<file path="src/rtl/gyro_drx_deser.sv">
// HSI return-link receiver: deserializes DRX into 32-bit words framed by the controller's DSYNC pulse.
// Define GYRO_DRX_PARITY_EN to expect an even-parity bit after every word and expose rx_perr.
module gyro_drx_deser #(
    parameter int WORDS_PER_FRAME = 4,
    parameter int SKEW_W          = 3,
    parameter int FCNT_W          = 16
) (
    input  logic              MCK,
    input  logic              RST_N,
    input  logic              en,
    input  logic              DSYNC,
    input  logic              DRX,
    input  logic [SKEW_W-1:0] skew_cyc,
    output logic [31:0]       rx_data,
    output logic              rx_last,
    output logic              rx_valid,
    input  logic              rx_ready,
    output logic [FCNT_W-1:0] frame_cnt,
    output logic              sync_err,
    output logic              ovf_err,
    input  logic              clr_err,
    output logic              busy
`ifdef GYRO_DRX_PARITY_EN
    ,
    output logic              rx_perr
`endif
);

`ifdef GYRO_DRX_PARITY_EN
    localparam int WORD_BITS = 33;
`else
    localparam int WORD_BITS = 32;
`endif
    localparam int WCNT_W = (WORDS_PER_FRAME > 1) ? $clog2(WORDS_PER_FRAME) : 1;
    localparam logic [5:0]        LAST_BIT  = 6'(WORD_BITS - 1);
    localparam logic [WCNT_W-1:0] LAST_WORD = WCNT_W'(WORDS_PER_FRAME - 1);

    typedef enum logic [1:0] {IDLE, SKEW, SHIFT} state_t;

    state_t            state, state_nxt;
    logic              dsync_q, drx_q;
    logic [SKEW_W-1:0] skew_left;
    logic [5:0]        bit_cnt;
    logic [WCNT_W-1:0] word_cnt;
    logic [31:0]       shreg;
    logic              start, sync_set, word_done, last_bit;
    logic [31:0]       word_data;

`ifdef GYRO_DRX_PARITY_EN
    logic word_perr;
    assign word_data = shreg;
    assign word_perr = ^{shreg, drx_q};
`else
    assign word_data = {shreg[30:0], drx_q};
`endif

    assign busy = (state != IDLE);

    // A DSYNC on the final bit is a clean back-to-back start; anywhere else it aborts the frame.
    always_comb begin
        last_bit  = (state == SHIFT) && (bit_cnt == LAST_BIT) && (word_cnt == LAST_WORD);
        start     = 1'b0;
        sync_set  = 1'b0;
        word_done = 1'b0;
        state_nxt = state;
        case (state)
            IDLE: start = dsync_q && en;
            SKEW: begin
                if (!en) begin
                    state_nxt = IDLE;
                end else if (dsync_q) begin
                    start    = 1'b1;
                    sync_set = 1'b1;
                end else if (skew_left == SKEW_W'(1)) begin
                    state_nxt = SHIFT;
                end
            end
            SHIFT: begin
                if (!en) begin
                    state_nxt = IDLE;
                end else begin
                    word_done = (bit_cnt == LAST_BIT) && (!dsync_q || last_bit);
                    if (dsync_q) begin
                        start    = 1'b1;
                        sync_set = !last_bit;
                    end else if (last_bit) begin
                        state_nxt = IDLE;
                    end
                end
            end
            default: state_nxt = IDLE;
        endcase
        if (start) state_nxt = (skew_cyc != '0) ? SKEW : SHIFT;
    end

    always_ff @(posedge MCK or negedge RST_N) begin
        if (!RST_N) begin
            state     <= IDLE;
            dsync_q   <= 1'b0;
            drx_q     <= 1'b0;
            skew_left <= '0;
            bit_cnt   <= '0;
            word_cnt  <= '0;
            shreg     <= '0;
        end else begin
            state   <= state_nxt;
            dsync_q <= DSYNC;
            drx_q   <= DRX;
            if (start) begin
                skew_left <= skew_cyc;
                bit_cnt   <= '0;
                word_cnt  <= '0;
            end else if (state == SKEW) begin
                skew_left <= skew_left - SKEW_W'(1);
            end else if (state_nxt == SHIFT) begin
                shreg <= {shreg[30:0], drx_q};
                if (bit_cnt == LAST_BIT) begin
                    bit_cnt  <= '0;
                    word_cnt <= word_cnt + WCNT_W'(1);
                end else begin
                    bit_cnt <= bit_cnt + 6'd1;
                end
            end else begin
                bit_cnt  <= '0;
                word_cnt <= '0;
            end
        end
    end

    // Holding register: a completed word is dropped rather than overwriting an unaccepted one.
    always_ff @(posedge MCK or negedge RST_N) begin
        if (!RST_N) begin
            rx_data   <= '0;
            rx_last   <= 1'b0;
            rx_valid  <= 1'b0;
            frame_cnt <= '0;
            sync_err  <= 1'b0;
            ovf_err   <= 1'b0;
`ifdef GYRO_DRX_PARITY_EN
            rx_perr   <= 1'b0;
`endif
        end else begin
            if (word_done) begin
                if (!(rx_valid && !rx_ready)) begin
                    rx_data  <= word_data;
                    rx_last  <= (word_cnt == LAST_WORD);
                    rx_valid <= 1'b1;
`ifdef GYRO_DRX_PARITY_EN
                    rx_perr  <= word_perr;
`endif
                end
            end else if (rx_valid && rx_ready) begin
                rx_valid <= 1'b0;
            end
            if (word_done && last_bit) frame_cnt <= frame_cnt + FCNT_W'(1);
            sync_err <= sync_set || (sync_err && !clr_err);
            ovf_err  <= (word_done && rx_valid && !rx_ready) || (ovf_err && !clr_err);
        end
    end

endmodule
</file>
<file path="config.mk">
export PLATFORM = sky130hd
export DESIGN_NAME = gyro_drx_deser
export DESIGN_NICKNAME = d
export VERILOG_FILES = /design/src/rtl/gyro_drx_deser.sv
export SDC_FILE = /design/constraint.sdc
export NUM_CORES = 1
export LEC_CHECK = 0
export CAP_MARGIN = 5
export CORE_ASPECT_RATIO = 0.7
export CORE_MARGIN = 2
export CORE_UTILIZATION = 54
export CTS_CLUSTER_DIAMETER = 50
export DETAILED_ROUTE_END_ITERATION = 6
export GPL_TIMING_DRIVEN = 0
export PLACE_DENSITY = 0.83
export SYNTH_ARGS = -nofsm -noshare
export SYNTH_HDL_FRONTEND = slang
export SYNTH_SLANG_ARGS = --single-unit
</file>
<file path="constraint.sdc">
create_clock -name MCK -period 2.9 [get_ports MCK]
set_input_delay 0.58 -clock MCK [delete_from_list [all_inputs] [get_ports MCK]]
set_output_delay 0.58 -clock MCK [all_outputs]
set_load 0.005 [all_outputs]
</file>
==> results of run 1 <==
## cell usage after synthesis, types with 2 or more instances
master    instances
xnor2_1           9
inv_1             8
mux2_2            4
and2_1            3
a21o_1            2
mux2_4           30
o21ai_1           7
buf_12            3
o22ai_1           2
clkbuf_1          7
a21oi_1           5
nand4_1           3
dfrtp_1          98
ha_1              9
xor2_1            6
nor3b_1           3
a22o_1            5
or3_1             2
mux2_1           32
and3_1            7
nand2b_1          7
nand2_1          13
nor2b_1           5
nor2_1           12
nand3_1           8
## critical path, cell delays in order (launching register included)
cell and delay, ns:
dfrtp_2 0.45, inv_1 0.19, ha_4 0.20, inv_2 0.05, or3_1 0.33, a221o_1 0.38, nand2b_2 0.09, or3b_1 0.37
buf_6 0.16, buf_12 0.15, mux2_4 0.30
## kinds of logic after synthesis
family	after synthesis	share of synthesized area, %
flip-flops	98	57.1
AND/OR/NAND/NOR	72	9.38
multiplexers	67	20.2
AO/OA/AOI/OAI	29	4.63
buffers and inverters	20	3.06
XOR/XNOR	15	3.06
adder cells (fa/ha/maj)	9	2.62
## worst max path at each step
stage | startpoint | end | cells past startpoint
6_report | state[1] | shreg[4] | 10
5_1_grt | state[0] | shreg[23] | 10
4_1_cts | state[1] | shreg[4] | 10
3_5_place_dp | en | shreg[13] | 8
3_3_place_gp | RST_N | rx_data[6] | 1
2_1_floorplan | state[0] | shreg[0] | 10
## placed cells by master (no fill, tap or decap), types with 8 or more instances in the layout
cell             instances
clkdlybuf4s50_1         61
clkbuf_1                 9
nor2_1                  12
mux2_1                  32
clkbuf_16                9
nand3_1                  8
xnor2_1                  9
dfrtp_1                 96
inv_1                    8
mux2_4                  30
nand2_1                 13
## per-stage QoR
step | hold slack [ns] | cell area, um2 | cells | total power [mW]
CTS | 0.231 | 5370 | 490 | 3.04
global route | 0.267 | 5410 | 490 | 3.19
detailed placement | 0.467 | 5070 | 474 | 1.84
global placement | 0.454 | 5040 | 473 | 1.82
finish | 0.229 | 5410 | 490 | 3.05
floorplan | 0.284 | 4300 | 310 | 1.72
## metal layers
layer  track usage, %  part of all wire (%)
met1             25.1                    49
met2             29.8                    46
met3             5.56                   3.6
met4             7.25                   1.5
met5                0                     0
## sequential cells by signal (all words and copies together) (netlist names)
signal / count
rx_data: 32
shreg: 31
frame_cnt: 16
bit_cnt: 6
skew_left: 3
state: 2
word_cnt: 2
drx_q: 1
dsync_q: 1
ovf_err: 1
rx_last: 1
rx_valid: 1
sync_err: 1
## final cells by class
type | instances | area share, %
plain buffers | 11 | 1.80
clock buffers | 12 | 4.56
clock inverters | 4 | 0.948
inverters | 9 | 0.625
multi-input cells | 192 | 32.4
flip-flops and latches | 98 | 45.4
well taps | 101 | 2.34
repair buffers | 63 | 11.9
## power groups by stage
stage                     Combinational, mW  Sequential, mW  Clock, mW
final                                 0.403            1.46       1.18
after global routing                  0.451            1.47       1.27
after CTS                             0.371            1.45       1.21
after detailed placement              0.364            1.48          0
after global placement                0.347            1.47          0
after floorplan                       0.254            1.47          0
==> key figures, run 1 <==
Run status
  – Outcome: finished, final reports clean

Power
  – Int Pwr: 2.30 mW
  – Clock power frac: 38.9%
  – Sequential share of power: 47.9%
  – Max VDD drop: 0.000439 V
  – Logic gate share of total power: a little over an eighth
  – Sw power: 0.748 mW
  – Pwr dens: 564 nW/um2
  – Lkg Pwr: around 2.7 nW
  – Sw frac: around a quarter

Layout
  – Multi-input logic area: 1750 um2
  – Utilization of the core after routing: 69.3%
  – Layout area overhead: 25.9%
  – Layout cells sized above 1: between 15 and 20%
  – Nets: 403
  – Filler cells: 560
  – FF/Latch Area: 2450 um2
  – ANT cells: 0

CTS
  – Worst-Skew Late Latency: 0.34 ns
  – Clock sink total: 98
  – Hold-fix buffers, CTS: 0
  – Num CTS Buffers: 9
  – Root Buffer: clkbuf_16
  – CTS tree: built
  – Clk slew on worst S/H paths: 0.06 ns
  – H-tree Lvls: 3
  – Longest Clk Path Bufs: 2
  – Post-CTS sizing: 1
  – Setup bufs post-CTS: 0

Routing
  – Routed wire length: 7.60 mm
  – DR iter-0 viols: around 110
  – DR vias/cell: 5.30
  – Routed len/inst: 15.5 um
  – DR pass1 iterations: 4
  – Vias: 2597
  – Antenna-violating nets left: 0
  – Detailed-route DRC error count: 0

Worst setup path
  – Worst R2R Start: state[1]
  – Arrival @ worst endpoint: roughly 3.0 ns
  – Crit path kind: flip-flop to flip-flop
  – Data required time at the worst endpoint: 3.12 ns
  – Reg2Reg Depth: 10
  – Worst r2r dst: shreg[4]
  – Crit-path max FO: 10
  – Critical path endpoint category: flip-flop
  – Nature of the critical path startpoint: flip-flop
  – R2R Setup Slk: 0.11 ns

STA
  – Final Setup Violations: 0
  – Worst slew margin: 61.8%
  – Peak Freq: 359 MHz
  – Final min period: 2.79 ns
  – Slew Limit Fails: 0
  – Worst Skew: 0.00834 ns
  – Final hold violation count: 0
  – Worst-margin pin slew: ~0.56 ns
  – Setup TNS: 0 ns
  – Fin crit share: 96.1%
  – Setup ws final: between 0.1 and 0.15 ns

GRT
  – Number of global-route vias before repair: between 2000 and 3000
  – GRT Resource Usage Total: around a fifth
  – Pin count of the biggest net entering global routing: 59
  – Grt ovf: 0
  – First-pass GRT wire length: 12.8 mm
  – Initial antenna violation count: 0

Floorplan
  – Core ar.: between 7000 and 8000 um2
  – Die width: 111 um
  – Starting Density: 55.0%
  – Die Footprint: 8700 um2
  – Die Ht: between 70 and 80 um
  – Top Ports: between 60 and 70
  – Row cnt: 27

Synthesis
  – Syn nets: 329
  – Flops & latches, synth: 98
  – Post-synthesis cell count: 310
  – Synth area leader: dfrtp_1
  – Synth Warn #: 0
  – Synth unique cells: 45
  – Post-synth top flop: dfrtp_1
  – Sequential share of the synthesized area: 57.1%
  – Post-synth EDFFs: 0
  – Share of the synthesized area in the top cell type: approximately 57%
  – Syn avg cell area: about 14 um2
  – Asr flop ratio synth: 100%
  – Mapped Area: 4300 um2
  – Synth area leaders: dfrtp_1 57%, mux2_4 10%, mux2_1 8.4%

Flow run
  – MaxCap Viol Count: 0

Place
  – Placement Setup Slack: -0.168 ns
  – Detail Placement HPWL: approximately 5.2 mm
  – Gpl congestion: 0.913
  – Number of I/O port buffers: just over 60

Hold path
  – Worst Hold Class: primary input to asynchronous set/reset pin
(Power assumes the default switching activity.)
==> run 2: changes to the inputs <==
REMOVE_ABC_BUFFERS = 1   (was not set)
==> key figures, run 2 (synthesis results as in run 1) <==
Run status
  – Outcome: finished, final reports clean (unchanged)

Worst setup path
  – Nature of the critical path startpoint: flip-flop (unchanged)
  – Crit path kind: flip-flop to flip-flop (unchanged)
  – Crit-path max FO: 18 (was 10)
  – Arrival @ worst endpoint: 2.97 ns (was 3.01 ns)
  – Data required time at the worst endpoint: 3.12 ns (about the same)
  – Critical path endpoint category: flip-flop (unchanged)

Place
  – Placed cell count: 466 (was 474)
  – Placement Setup Slack: -0.724 ns (was -0.168 ns)
  – Gpl congestion: 0.851 (was 0.913)
  – Number of I/O port buffers: 62 (unchanged)
  – Cell Area, Placed: 5030 um2 (was 5070 um2)
  – Detail Placement HPWL: 5.30 mm (was 5.17 mm)

GRT
  – First-pass GRT wire length: 13.2 mm (was 12.8 mm)
  – GRT Resource Usage Total: 19.2% (was 18.9%)
  – Pin count of the biggest net entering global routing: 53 (was 59)
  – Grt ovf: 0 (unchanged)
  – Number of global-route vias before repair: 2714 (was 2651)
  – Initial antenna violation count: 0 (unchanged)

Layout
  – FF/Latch Area: 2450 um2 (about the same)
  – Max reg flops: 32 (unchanged)
  – ANT cells: 0 (unchanged)
  – Final instance area: 5390 um2 (was 5410 um2)
  – Layout area overhead: 25.4% (was 25.9%)
  – Filler cells: 547 (was 560)
  – Most common cell after layout, fill and taps aside: dfrtp_1 (unchanged)
  – Finished Layout Cells: 485 (was 490)
  – Most flops, register: rx_data (unchanged)
  – Most frequent cells in the layout: 98 x dfrtp_1, 60 x clkdlybuf4s50_1, 32 x mux2_1 (was 96 x dfrtp_1, 61 x clkdlybuf4s50_1, 32 x mux2_1)
  – Multi-input logic area: 1730 um2 (was 1750 um2)
  – Largest regs: rx_data (32), shreg (31), frame_cnt (16) (unchanged)
  – Layout cells sized above 1: 16.9% (was 16.2%)
  – Nets: 398 (was 403)

STA
  – Final min period: 2.75 ns (was 2.79 ns)
  – Worst-margin pin slew: 0.614 ns (was 0.557 ns)
  – Worst hold slack: 0.252 ns (was 0.229 ns)
  – Fin crit share: 94.7% (was 96.1%)
  – Worst slew margin: 59.0% (was 61.8%)
  – Peak Freq: 364 MHz (was 359 MHz)
  – Setup ws final: 0.153 ns (was 0.112 ns)
  – Final Setup Violations: 0 (unchanged)
  – Slew Limit Fails: 0 (unchanged)
  – Worst Skew: 0.00423 ns (was 0.00834 ns)
  – Final hold violation count: 0 (unchanged)

CTS
  – CTS tree: built (unchanged)
  – Longest Clk Path Bufs: 2 (unchanged)
  – Clk slew on worst S/H paths: 0.06 ns (about the same)
  – Clock sink total: 98 (unchanged)
  – Num CTS Buffers: 9 (unchanged)
  – Worst-Skew Late Latency: 0.34 ns (about the same)
  – H-tree Lvls: 3 (unchanged)
  – Hold-fix buffers, CTS: 0 (unchanged)
  – Root Buffer: clkbuf_16 (unchanged)

Power
  – Lkg Pwr: 2.73 nW (was 2.72 nW)
  – Max VDD drop: 0.000398 V (was 0.000439 V)
  – Pwr dens: 564 nW/um2 (about the same)

Flow run
  – MaxCap Viol Count: 0 (unchanged)

Routing
  – Antenna-violating nets left: 0 (unchanged)
  – Routed len/inst: 15.9 um (was 15.5 um)
  – DR pass1 iterations: 4 (unchanged)
  – DR vias/cell: 5.44 (was 5.30)
  – Routed wire length: 7.74 mm (was 7.60 mm)
  – Vias: 2638 (was 2597)
  – Detailed-route DRC error count: 0 (unchanged)
  – DR iter-0 viols: 139 (was 106)

Floorplan
  – Starting Density: 55.0% (unchanged)
  – Core ar.: 7800 um2 (unchanged)
  – Top Ports: 63 (unchanged)
  – Die Ht: 78.6 um (unchanged)
  – Row cnt: 27 (unchanged)
  – Die width: 111 um (unchanged)
  – Die Footprint: 8700 um2 (unchanged)

Hold path
  – Worst Hold Class: primary input to asynchronous set/reset pin (unchanged)
[run 2: changes by cell type in the layout (fill, tap and decap cells not counted), sizes merged]
cell,change
buf,+2
clkbuf,-7
clkdlybuf4s50,-1
clkinv,-1
clkinvlp,+1
dlymetal6s2s,+1
[run 2: worst paths after layout]
path                          startpoint            end  slack, ns  depth (start not counted)
max in group asynchronous          RST_N  frame_cnt[10]       1.99                          2
min reg2reg                frame_cnt[15]  frame_cnt[15]       0.47                          1
min                                RST_N   skew_left[1]       0.25                          1
min in group MCK           frame_cnt[15]  frame_cnt[15]       0.47                          1
max                             state[0]      shreg[30]       0.15                          9
max reg2reg                     state[0]      shreg[30]       0.15                          9
[run 2: critical path, cell delays in order (launching register included)]
cell	delay, ns
dfrtp_1	0.39
inv_1	0.10
ha_2	0.36
nor2_1	0.04
or3_4	0.43
nor4_2	0.20
nand2b_2	0.17
or3b_4	0.42
buf_16	0.19
mux2_1	0.31
[run 2: where the power goes]
part           switching [mW]  total, mW  internal, mW
Clock                   0.486       1.20         0.714
Sequential             0.0402       1.45          1.41
Combinational           0.207      0.387         0.181
Total                   0.733       3.04          2.31
[run 2: final cells by class]
cell class                 count  share of cell area, %
clock buffer                  12                   4.76
clock inverter                 4                  0.929
inverter                       9                  0.627
multi-input combinational    192                   32.0
sequential                    98                   45.5
tap                          101                   2.35
timing repair buffer          69                   13.8
[run 2: per-layer routing]
layer / routed length [um] / GRT usage (%) / vias to the layer above
met5: 0 / 0 / -
met4: 153 / 8.13 / 0
met3: 382 / 5.41 / 13
met2: 3550 / 30.4 / 73
met1: 3650 / 25.3 / 1315
li1: - / - / 1237
[run 2: what timing repair did]
action / 4_1_cts / 5_1_grt
resized for setup: 5 / 1
endpoints found under the setup margin: 31 / 25
setup buffers: 1 / 2
[run 2: per-stage QoR]
| stage | util (%) | TNS [ns] | power [mW] |
|---|---|---|---|
| 2_1_floorplan | - | -9.20 | 1.71 |
| 3_3_place_gp | 63.4 | -292.69 | 1.81 |
| 3_5_place_dp | 64.4 | -19.30 | 1.84 |
| 4_1_cts | 68.8 | 0 | 3.06 |
| 5_1_grt | 69.0 | -0.00381 | 3.18 |
| 6_report | 69.0 | 0 | 3.04 |
